$ cat src/rtl/mips_fetch_pkg.sv
// Shared encodings and default addresses for the MIPS fetch / PC sequencer.
package mips_fetch_defs;

  typedef enum logic [1:0] {
    CT_FALL   = 2'b00,
    CT_BRANCH = 2'b01,
    CT_JUMP   = 2'b10,
    CT_JR     = 2'b11
  } ctrl_type_e;

  typedef enum logic [1:0] {
    ST_IDLE = 2'b00,
    ST_REQ  = 2'b01,
    ST_HOLD = 2'b10
  } fetch_state_e;

  localparam logic [31:0] DEFAULT_RESET_PC   = 32'h0040_0000;
  localparam logic [31:0] DEFAULT_EXC_VECTOR = 32'h8000_0180;

  // Word-aligned, sign-extended branch displacement from an I-type immediate.
  function automatic logic [31:0] branch_offset(input logic [15:0] imm);
    return {{14{imm[15]}}, imm, 2'b00};
  endfunction

endpackage

$ cat src/rtl/mips_fetch_next_pc.sv
// Combinational next-PC select applied when decode retires the held instruction.
module mips_next_pc
  import mips_fetch_defs::*;
#(
  parameter logic [31:0] EXC_VECTOR = DEFAULT_EXC_VECTOR
) (
  input  logic [31:0] pc,
  input  logic [25:0] inst,
  input  logic [1:0]  control_type,
  input  logic        except,
  input  logic [31:0] jr_target,
  output logic [31:0] next_pc,
  output logic        misalign
);

  logic [31:0] pc4;

  assign pc4 = pc + 32'd4;

  // Exception outranks everything, including a misaligned jr.
  always_comb begin
    next_pc  = pc4;
    misalign = 1'b0;
    if (except) begin
      next_pc = EXC_VECTOR;
    end else begin
      case (ctrl_type_e'(control_type))
        CT_JR: begin
          if (jr_target[1:0] != 2'b00) begin
            next_pc  = EXC_VECTOR;
            misalign = 1'b1;
          end else begin
            next_pc = jr_target;
          end
        end
        CT_JUMP:   next_pc = {pc4[31:28], inst[25:0], 2'b00};
        CT_BRANCH: next_pc = pc4 + branch_offset(inst[15:0]);
        default:   next_pc = pc4;
      endcase
    end
  end

endmodule

$ cat src/rtl/mips_fetch.sv
// Single-outstanding instruction fetch: imem req/ack on one side, decode
// valid/ready on the other, with PC redirect and retired-instruction count.
module mips_fetch
  import mips_fetch_defs::*;
#(
  parameter logic [31:0] RESET_PC   = DEFAULT_RESET_PC,
  parameter logic [31:0] EXC_VECTOR = DEFAULT_EXC_VECTOR
) (
  input  logic        clk,
  input  logic        reset,
  output logic        imem_req,
  output logic [31:0] imem_addr,
  input  logic        imem_ack,
  input  logic [31:0] imem_rdata,
  output logic [31:0] inst,
  output logic        inst_valid,
  input  logic        inst_ready,
  output logic [31:0] pc,
  input  logic [1:0]  control_type,
  input  logic        except,
  input  logic [31:0] jr_target,
  output logic        addr_err,
  output logic [31:0] instret
);

  fetch_state_e state_q, state_d;
  logic [31:0]  fetch_pc_q, fetch_pc_d;
  logic [31:0]  pc_q, pc_d;
  logic [31:0]  inst_q, inst_d;
  logic         inst_valid_q, inst_valid_d;
  logic         addr_err_q, addr_err_d;
  logic [31:0]  instret_q, instret_d;

  logic [31:0]  next_pc;
  logic         misalign;

  mips_next_pc #(
    .EXC_VECTOR (EXC_VECTOR)
  ) u_next_pc (
    .pc           (pc_q),
    .inst         (inst_q[25:0]),
    .control_type (control_type),
    .except       (except),
    .jr_target    (jr_target),
    .next_pc      (next_pc),
    .misalign     (misalign)
  );

  always_ff @(posedge clk or negedge reset) begin
    if (!reset) begin
      state_q      <= ST_IDLE;
      fetch_pc_q   <= RESET_PC;
      pc_q         <= RESET_PC;
      inst_q       <= 32'h0;
      inst_valid_q <= 1'b0;
      addr_err_q   <= 1'b0;
      instret_q    <= 32'h0;
    end else begin
      state_q      <= state_d;
      fetch_pc_q   <= fetch_pc_d;
      pc_q         <= pc_d;
      inst_q       <= inst_d;
      inst_valid_q <= inst_valid_d;
      addr_err_q   <= addr_err_d;
      instret_q    <= instret_d;
    end
  end

  // Decoder inputs only matter on an accept in HOLD; ack only matters in REQ.
  always_comb begin
    state_d      = state_q;
    fetch_pc_d   = fetch_pc_q;
    pc_d         = pc_q;
    inst_d       = inst_q;
    inst_valid_d = inst_valid_q;
    addr_err_d   = 1'b0;
    instret_d    = instret_q;
    imem_req     = 1'b0;
    case (state_q)
      ST_IDLE: begin
        state_d = ST_REQ;
      end
      ST_REQ: begin
        imem_req = 1'b1;
        if (imem_ack) begin
          inst_d       = imem_rdata;
          pc_d         = fetch_pc_q;
          inst_valid_d = 1'b1;
          state_d      = ST_HOLD;
        end
      end
      ST_HOLD: begin
        if (inst_ready) begin
          inst_valid_d = 1'b0;
          instret_d    = instret_q + 32'd1;
          fetch_pc_d   = next_pc;
          addr_err_d   = misalign;
          state_d      = ST_REQ;
        end
      end
      default: begin
        state_d = ST_IDLE;
      end
    endcase
  end

  assign imem_addr  = fetch_pc_q;
  assign inst       = inst_q;
  assign inst_valid = inst_valid_q;
  assign pc         = pc_q;
  assign addr_err   = addr_err_q;
  assign instret    = instret_q;

endmodule

$ cat config.mk
export PLATFORM = sky130hd
export DESIGN_NAME = mips_fetch
export DESIGN_NICKNAME = d
export VERILOG_FILES = /design/src/rtl/mips_fetch_pkg.sv /design/src/rtl/mips_fetch_next_pc.sv /design/src/rtl/mips_fetch.sv
export SDC_FILE = /design/constraint.sdc
export NUM_CORES = 1
export LEC_CHECK = 0
export ABC_CLOCK_PERIOD_IN_PS = 5100
export BUFFER_PORTS_ARGS = -buffer_cell sky130_fd_sc_hd__buf_4
export CELL_PAD_IN_SITES_DETAIL_PLACEMENT = 0
export CELL_PAD_IN_SITES_GLOBAL_PLACEMENT = 1
export CORE_ASPECT_RATIO = 0.8
export CORE_UTILIZATION = 44
export DETAILED_ROUTE_END_ITERATION = 8
export GPL_TIMING_DRIVEN = 0
export PLACE_DENSITY = 0.86
export SYNTH_ARGS = -nofsm -noshare
export SYNTH_HDL_FRONTEND = slang
export SYNTH_SLANG_ARGS = --single-unit
$ cat constraint.sdc
create_clock -name clk -period 5.1 [get_ports clk]
set_input_delay 1.02 -clock clk [delete_from_list [all_inputs] [get_ports clk]]
set_output_delay 1.02 -clock clk [all_outputs]
set_load 0.02 [all_outputs]
==> flow_metrics.tcl, run 1 <==
set metrics [dict create \
    status "finished clean" \
    nets 1153 \
    antenna_found_initial 1 \
    io_pins 202 \
    path_max_fanout 8 \
    ys.flop_type "dfrtp_1" \
    cts_tree "built" \
    pre_cts_ws_ns 1.02 \
    synthArstFlopShare 1.00 \
    synth_nets 933 \
    hold_path_class "flop to flop" \
    regArea_mm2 0.00331 \
    slew_headroom 0.315 \
    place_area_mm2 0.00990 \
    gr-total-overflow 0 \
    hold_ws_ns 0.473 \
    rsz0062_at_grt "false" \
    synth_compound_area_frac 0.150 \
    yosysTopAreaCell "dfrtp_1" \
    p_leak_uw 0.00500 \
    dr_total_vias 7428 \
    clockBufferDepth 2 \
    wl_per_cell_um 20.5 \
    layout_commonest_cell "buf_4" \
    clkPwrFrac 0.191 \
    die_h_um 123 \
    p_int_uw 3780 \
    nFillCells 1595 \
    yosysWarnings 0 \
    cap_violations 0 \
    syn_area_per_cell_um2 9.80 \
    ant_nets 0 \
    swShare 0.450 \
    worstSkewPairLatency_ns 0.44 \
    core_mm2 0.0176 \
    viasPerCell 5.79 \
    synth_mux_area_frac 0.113 \
    cts_sinks 132 \
    synth_fa_ha_area_frac 0.0582 \
    tightest_slew_ns 1.02 \
    cp-end-kind "flop" \
    place_congestion 0.956 \
    slew_violations 0 \
    vdd.ir_drop.worst_mv 0.388 \
    fin_crit_ns 4.29 \
    die-area_mm2 0.0189 \
    crit_start "pc[4]" \
    worstSetupStartpointType "flop" \
    grt_pass1_vias 7093 \
    fmax_ghz 0.233 \
    seq_area_frac_synth 0.409 \
    timing.rr.start "pc[4]" \
    ys_top_cells_by_area "dfrtp_1, mux2_2, xnor2_1" \
    final_cell_mix "buf_4, dfrtp_1, nand2_1" \
    p_switching_uw 3090 \
    synth_xor_area_frac 0.0895 \
    synth_top_family_by_area "simple AND/OR/NAND/NOR gates" \
    drive_gt1_frac 0.302 \
    multiInputGateArea_mm2 0.00455 \
    area_growth_pct 30.2 \
    finalSetupViolCount 0 \
    clk_pin_slew_ns 0.07 \
    io_buffers 200 \
    holdBufCountCts 0 \
    synth_edf_count 0 \
    clock_skew_ns 0.0113 \
    crit_arrival_ns 4.66 \
    grt_use_total 0.287 \
    p_comb_frac 0.537 \
    rows 43 \
    grt_first_pass_wirelength_mm 41.0 \
    die_w_um 154 \
    synthSimpleGateAreaFrac 0.153 \
    p_total_uw 6880 \
    numCtsBuffers 17 \
    final.period_utilization 0.841 \
    grt_max_degree 78 \
    powerDensity_mw_per_mm2 654 \
    cts_setup_buffers 0 \
    cts-resized-gates 0 \
    ys_types 63 \
    hold_violations 0 \
    dp_hpwl_mm 19.7 \
    drt_wl_total_mm 26.4 \
    synth_top_area_frac 0.402 \
    hp-start "instret[31]" \
    drtIter0Drc 617 \
    setup_tns_ns 0 \
    netlist_area_mm2 0.00808 \
    netlist_instances 825 \
    initial_core_util 0.458 \
    final_area_mm2 0.0105 \
    setup_ws_ns 0.813 \
    cts-root-buf "clkbuf_16" \
    drc 0 \
    crit_type "flop to flop" \
    dr.pass1.iters 5 \
    htree_levels 4 \
    ys_ff_latch 132 \
    share_seq_of_total_power 0.273 \
    cp.required_ns 5.47 \
]
-- metal layers --
layer  global-route usage  part of all wire  up-vias
met3               0.0803             0.090       30
li1                     -                 -     3456
met5                    0                 0        -
met4               0.0638             0.014        0
met1                0.409              0.45     3618
met2                0.434              0.44      324
-- area by class of cell --
cell class | instances | share of cell area
Antenna cell | 1 | 0.000238
Tap cell | 225 | 0.0268
Sequential cell | 132 | 0.314
Clock inverter | 15 | 0.0187
Inverter | 19 | 0.00678
Timing Repair Buffer | 201 | 0.146
Clock buffer | 17 | 0.0404
Multi-Input combinational cell | 637 | 0.433
Buffer | 37 | 0.0147
-- Yosys cell counts (3+ instances only) --
cell type,n
o211ai_1,8
mux2i_1,11
nor4_1,3
o22ai_1,3
nor2b_1,4
nand4_1,21
and2_1,6
and3_1,9
a22o_1,3
ha_1,36
a21o_1,16
nor3_1,12
clkbuf_1,30
nand2_1,79
o21bai_1,7
nand3_1,44
a211oi_1,11
mux2_2,71
xnor2_1,56
dfrtp_1,130
o221ai_1,4
o21a_1,4
a21oi_1,40
a22oi_1,6
xor2_1,24
buf_1,4
o31ai_1,5
a221o_1,3
a222oi_1,6
inv_1,17
nor2_1,52
a32o_1,4
nand2b_1,5
o21ai_0,51
a311oi_1,3
a31oi_1,5
-- worst paths after layout --
path                                      end  slack (ns)  cells past startpoint
worst max-delay path            imem_addr[28]        0.81                     15
worst min-delay path              instret[31]        0.47                      1
worst max register to register  imem_addr[28]        0.81                     15
worst min register to register    instret[31]        0.47                      1
max in group asynchronous              pc[15]        3.79                      2
min in group asynchronous         instret[20]        0.54                      1
-- through the flow --
step                cells   util
floorplan             825      -
finish               1284  0.596
CTS                  1283  0.596
detailed placement   1251  0.561
global placement     1250  0.559
global route         1283  0.596
-- worst max-delay path, stage by stage, from the launching register on --
cell	delay [ns]
dfrtp_1	0.51
nand4_2	0.23
nor4_4	0.54
and2_2	0.30
nand2_1	0.13
xnor2_1	0.34
ha_1	0.30
clkbuf_1	0.20
nand2_1	0.14
o21ai_0	0.13
a2111oi_0	0.52
nor2_1	0.12
a311oi_1	0.29
o22ai_1	0.11
o21ai_0	0.17
o311a_1	0.18
-- sequential cells by signal, summed over array words and instances (netlist names) --
register,cells
inst,32
inst_valid,1
instret,32
addr_err,1
pc,32
state_q,2
imem_addr,32
-- power by group through the flow --
stage          Clock, uW  Combinational (uW)  Sequential, uW
2_1_floorplan          0                2070            2160
3_3_place_gp           0                3620            1870
3_5_place_dp           0                3630            1880
4_1_cts             1330                3670            1870
5_1_grt             1370                4030            1930
6_report            1310                3690            1870
-- kinds of logic after synthesis --
logic type | after synthesis
compound gates | 186
xor+xnor | 81
fa+ha+maj | 37
buf+inv | 56
flops | 132
mux | 82
simple gates | 251
Power figures use the tool's default switching activity.
==> inputs of run 2 (changes only) <==
Settings changed: ABC_AREA set to 1, ABC_CLOCK_PERIOD_IN_PS 5100 to 3900, CORE_UTILIZATION 44 to 36, PLACE_DENSITY 0.86 to 0.78.
Clock period 5.1 ns to 3.9 ns, I/O delays scaled along.
==> flow_metrics.tcl, run 2 <==
set metrics [dict create \
    status "finished clean" \
    clock_skew_ns 0.0158 \
    final_core_util 0.471 \
    cp-endpoint "imem_addr[24]" \
    area_growth_pct 28.6 \
    slew_violations 0 \
    rsz0062_at_grt "false" \
    path_max_fanout 5 \
    die_h_um 142 \
    vdd.ir_drop.worst_mv 0.362 \
    crit_start "pc[3]" \
    hold_path_class "input pin to asynchronous set/reset pin" \
    rr_endpoint "imem_addr[24]" \
    final_cell_mix "nand2_1, buf_4, inv_1" \
    p_switching_uw 4710 \
    p_int_uw 4790 \
    drt_wl_total_mm 31.9 \
    yosysMostFrequentCell "nand2_1" \
    wl_per_cell_um 18.4 \
    ys.flop_type "dfrtp_1" \
    synthArstFlopShare 1.00 \
    die-area_mm2 0.0253 \
    synth_nets 1294 \
    cts-root-buf "clkbuf_16" \
    cts_tree "built" \
    netlist_instances 1186 \
    numCtsBuffers 17 \
    final_area_mm2 0.0114 \
    place_congestion 0.933 \
    hold_violations 0 \
    grt_use_total 0.259 \
    powerDensity_mw_per_mm2 832 \
    dp_hpwl_mm 25.1 \
    p_leak_uw 0.00595 \
    io_pins 202 \
    drive_gt1_frac 0.228 \
    reg2reg_depth 18 \
    core_mm2 0.0242 \
    fmax_ghz 0.283 \
    ys_top_cells_by_area "dfrtp_1, nand2_1, inv_1" \
    ys_types 52 \
    crit_type "flop to flop" \
    synth_top_area_frac 0.366 \
    clockBufferDepth 2 \
    yosysWarnings 0 \
    dr_total_vias 8808 \
    synth_edf_count 0 \
    setup_tns_ns 0 \
    dr.pass1.iters 5 \
    rows 51 \
    drc 0 \
    final.period_utilization 0.906 \
    netlist_area_mm2 0.00888 \
    syn_area_per_cell_um2 7.49 \
    place_area_mm2 0.0108 \
    rrSetupSlack_ns 0.37 \
    swShare 0.496 \
    io_buffers 201 \
    initial_core_util 0.366 \
    crit_arrival_ns 3.86 \
    regArea_mm2 0.00331 \
    yosysTopAreaCell "dfrtp_1" \
    tightest_slew_ns 0.791 \
    ys_ff_latch 132 \
    pre_cts_ws_ns 0.531 \
    fin_crit_ns 3.53 \
    cap_violations 0 \
    cts_sinks 132 \
    slew_headroom 0.473 \
    viasPerCell 5.07 \
    diodes 0 \
    multiInputGateArea_mm2 0.00489 \
    cts-resized-gates 0 \
    ant_nets 0 \
    seq_area_frac_synth 0.372 \
    setup_ws_ns 0.367 \
    die_w_um 178 \
    layout_commonest_cell "nand2_1" \
    share_seq_of_total_power 0.261 \
    grt_max_degree 71 \
    p_comb_frac 0.561 \
    worstSetupStartpointType "flop" \
    drtIter0Drc 742 \
    cts_setup_buffers 0 \
    worstSkewPairLatency_ns 0.44 \
    clk_pin_slew_ns 0.07 \
    gr-total-overflow 0 \
    clkPwrFrac 0.178 \
    holdBufCountCts 0 \
    finalSetupViolCount 0 \
    antenna_found_initial 0 \
    nets 1515 \
    hold_ws_ns 0.331 \
    cp-end-kind "flop" \
    synth.top_cells.by_count "nand2_1, inv_1, dfrtp_1" \
    cp.required_ns 4.22 \
    timing.rr.start "pc[3]" \
    htree_levels 4 \
    grt_first_pass_wirelength_mm 48.5 \
    grt_pass1_vias 8307 \
    nFillCells 2501 \
]
## run 2: layer usage
layer / wire [um] / up-vias / global-route usage
li1: - / 4309 / -
met1: 15700 / 4122 / 0.395
met2: 13300 / 342 / 0.365
met3: 2420 / 35 / 0.0497
met4: 474 / 0 / 0.0702
met5: 0 / - / 0
## run 2: how the worst min path moves through the flow
stage / end / slack (ns)
after global routing: inst[23] / 0.39
after floorplan: addr_err / 0.48
after detailed placement: instret[31] / 0.46
after global placement: instret[31] / 0.46
final: inst[23] / 0.33
after CTS: inst[30] / 0.37
## run 2: cell type report
cell class                 instances  area share
sequential                       132       0.289
buffer                            28      0.0105
tap                              318      0.0348
multi-input combinational        876       0.428
clock inverter                    14      0.0145
inverter                         150      0.0495
clock buffer                      18      0.0385
timing repair buffer             202       0.135
## run 2: power by group through the flow
stage / Clock (uW) / Sequential, uW / Combinational, uW
after floorplan: 0 / 2870 / 2860
after CTS: 1720 / 2470 / 5300
after detailed placement: 0 / 2490 / 5270
after global routing: 1770 / 2550 / 5860
after global placement: 0 / 2480 / 5220
final: 1700 / 2480 / 5330
## run 2: cells by family after synthesis
logic type                 synth area share
AOI/OAI and AO/OA                     0.120
xor gates and xnor gates             0.0500
adders and majority gates            0.0530
buffers and inverters                0.0772
DFF                                   0.372
muxes                                0.0431
and+or+nand+nor                       0.284
## run 2: metrics by stage
step / instances / total power [uW]
after detailed placement: 1706 / 7750
after CTS: 1738 / 9490
after floorplan: 1186 / 5730
after global routing: 1738 / 10200
after global placement: 1705 / 7700
final: 1738 / 9510
## run 2: worst max-delay path, stage by stage, from the launching register on
cell and delay, ns:
dfrtp_1 0.44, ha_1 0.23, nand2_1 0.08, nor2_1 0.24, nand3_1 0.25, xor2_1 0.19, inv_1 0.10, ha_1 0.36
nand2_1 0.14, o21ai_0 0.40, a21oi_1 0.11, o21ai_0 0.24, nand3_1 0.18, nand2_1 0.10, nand2_1 0.05, nand3_1 0.12
nand2_1 0.09, nand2_1 0.06, nand2_1 0.05
==> inputs of run 3 (changes only) <==
Settings changed: CORE_ASPECT_RATIO 0.8 to 1.1, REMOVE_ABC_BUFFERS set to 1.
==> flow_metrics.tcl, run 3 (same netlist as run 2, synthesis figures left out) <==
set metrics [dict create \
    status "finished clean" \
    ant_nets 0 \
    path_max_fanout 5 \
    clock_skew_ns 0.0131 \
    cp-end-kind "flop" \
    diodes 0 \
    die-area_mm2 0.0253 \
    crit_type "flop to flop" \
    multiInputGateArea_mm2 0.00491 \
    rrSetupSlack_ns 0.52 \
    worstSetupStartpointType "flop" \
    cts_tree "built" \
    core_mm2 0.0239 \
    crit_path_max_incr_delay_ns 0.44 \
    fmax_ghz 0.296 \
    timing.rr.start "pc[3]" \
    rr_endpoint "imem_addr[31]" \
    layout.cells.non_filler 1699 \
    dr_total_vias 8454 \
    p_leak_uw 0.00594 \
    crit_chain "ha_1 -> nand2_1 -> nor2_1 -> nand2_1 -> nor2_1 -> nand2_1 -> nor2_2 -> nand3_1 -> xor2_1 -> inv_1 -> ha_1 -> nand2_1 -> nor2_1 -> nand2_1 -> inv_1 -> nand2_1 -> nand2_1 -> inv_1 -> nand2_1 -> nand2_1 -> nand3_1 -> nand2_1 -> nand2_1 -> a21oi_1" \
    gr-total-overflow 0 \
    worstSkewPairLatency_ns 0.43 \
    rsz0062_at_grt "false" \
    cts_sinks 132 \
    wl_per_cell_um 16.8 \
    powerDensity_mw_per_mm2 823 \
    dp_hpwl_mm 22.1 \
    nets 1489 \
    reg2reg_depth 24 \
    cap_violations 0 \
    hold_violations 0 \
    viasPerCell 4.98 \
    cp.required_ns 4.17 \
    slew_headroom 0.155 \
    place_congestion 0.888 \
    drtIter0Drc 424 \
    antenna_found_initial 1 \
    holdBufCountCts 0 \
    grt_first_pass_wirelength_mm 46.0 \
    htree_levels 4 \
    dr.pass1.iters 5 \
    regArea_mm2 0.00331 \
    cp_slowest_cell "dfrtp_1" \
    die_h_um 167 \
    numCtsBuffers 17 \
    vdd.ir_drop.worst_mv 0.334 \
    placed_cells_incl_taps 1667 \
    grt_use_total 0.236 \
    grt_max_degree 69 \
    finalSetupViolCount 0 \
    grt_pass1_vias 8474 \
    tightest_slew_ns 1.27 \
    initial_core_util 0.371 \
    die_w_um 152 \
    layout_commonest_cell "nand2_1" \
    clockBufferDepth 2 \
    rows 59 \
    fin_crit_ns 3.38 \
    cpMostUsedCell "nand2_1" \
    crit_arrival_ns 3.66 \
    io_buffers 201 \
    cts-root-buf "clkbuf_16" \
    hold_path_class "input pin to asynchronous set/reset pin" \
    drt_wl_total_mm 28.5 \
    nFillCells 2450 \
    area_growth_pct 28.2 \
    hold_ws_ns 0.365 \
    final.period_utilization 0.868 \
    drive_gt1_frac 0.230 \
    slew_violations 0 \
    clk_pin_slew_ns 0.07 \
    io_pins 202 \
    final_cell_mix "nand2_1, buf_4, inv_1" \
    drc 0 \
]
==> run 3: changes by cell type in the layout (fill, tap and decap cells not counted), moves of 2 or more <==
cell / delta
buf_1: -5
buf_2: -6
bufinv_16: +2
clkbuf_1: -15
clkinv_4: +3
clkinvlp_4: -2
inv_6: -2
inv_8: -2
nor2_4: +2
==> run 3: area by class of cell <==
class                      count  area share
tap                          305      0.0335
sequential                   132       0.291
clock buffer                  18      0.0377
clock inverter                14      0.0177
timing repair buffer         204       0.140
inverter                     150      0.0497
multi-input combinational    876       0.431
==> run 3: how the worst max path moves through the flow <==
stage | start | end | slack, ns
floorplan | imem_ack | inst[10] | 0.95
global placement | imem_ack | pc[25] | -0.20
detailed placement | inst_ready | imem_addr[10] | -0.21
CTS | state_q[0] | imem_addr[10] | 0.22
global route | pc[3] | imem_addr[31] | 0.16
finish | pc[3] | imem_addr[31] | 0.52
==> run 3: stage by stage <==
| stage | utilization | worst slack, ns | instance area (um2) | power (uW) | TNS [ns] |
|---|---|---|---|---|---|
| global placement | 0.445 | -0.198 | 10600 | 7610 | -8.85 |
| finish | 0.476 | 0.517 | 11400 | 9370 | 0 |
| global route | 0.476 | 0.160 | 11400 | 10200 | 0 |
| CTS | 0.476 | 0.217 | 11400 | 9430 | 0 |
| floorplan | - | 0.947 | 8760 | 5720 | 0 |
| detailed placement | 0.449 | -0.206 | 10700 | 7630 | -0.725 |
==> run 3: power by group <==
group / switching, uW / internal [uW]
combinational: 3210 / 1950
sequential: 582 / 1860
clock: 687 / 1080
total: 4480 / 4890
==> run 3: repair_timing <==
| item | in CTS | in global routing |
|---|---|---|
| endpoints found under the setup margin | 0 | 2 |
| buffers inserted | 0 | 0 |
| gates resized for setup | 0 | 1 |
==> run 3: per-layer routing <==
| layer | part of all wire | vias up | track usage |
|---|---|---|---|
| met4 | 0.011 | 2 | 0.0512 |
| met2 | 0.49 | 186 | 0.396 |
| met1 | 0.44 | 4000 | 0.305 |
| met5 | 0.00046 | - | 0 |
| li1 | - | 4248 | - |
| met3 | 0.057 | 18 | 0.0567 |
==> run 3: worst max-delay path: cells and delay by family (launching register included) <==
family,cells,cell delay [ns]
buffers and inverters,3,0.19
AOI/OAI and AO/OA,1,0.07
xor gates and xnor gates,1,0.20
DFF,1,0.44
adders and majority gates,2,0.58
and+or+nand+nor,17,1.75
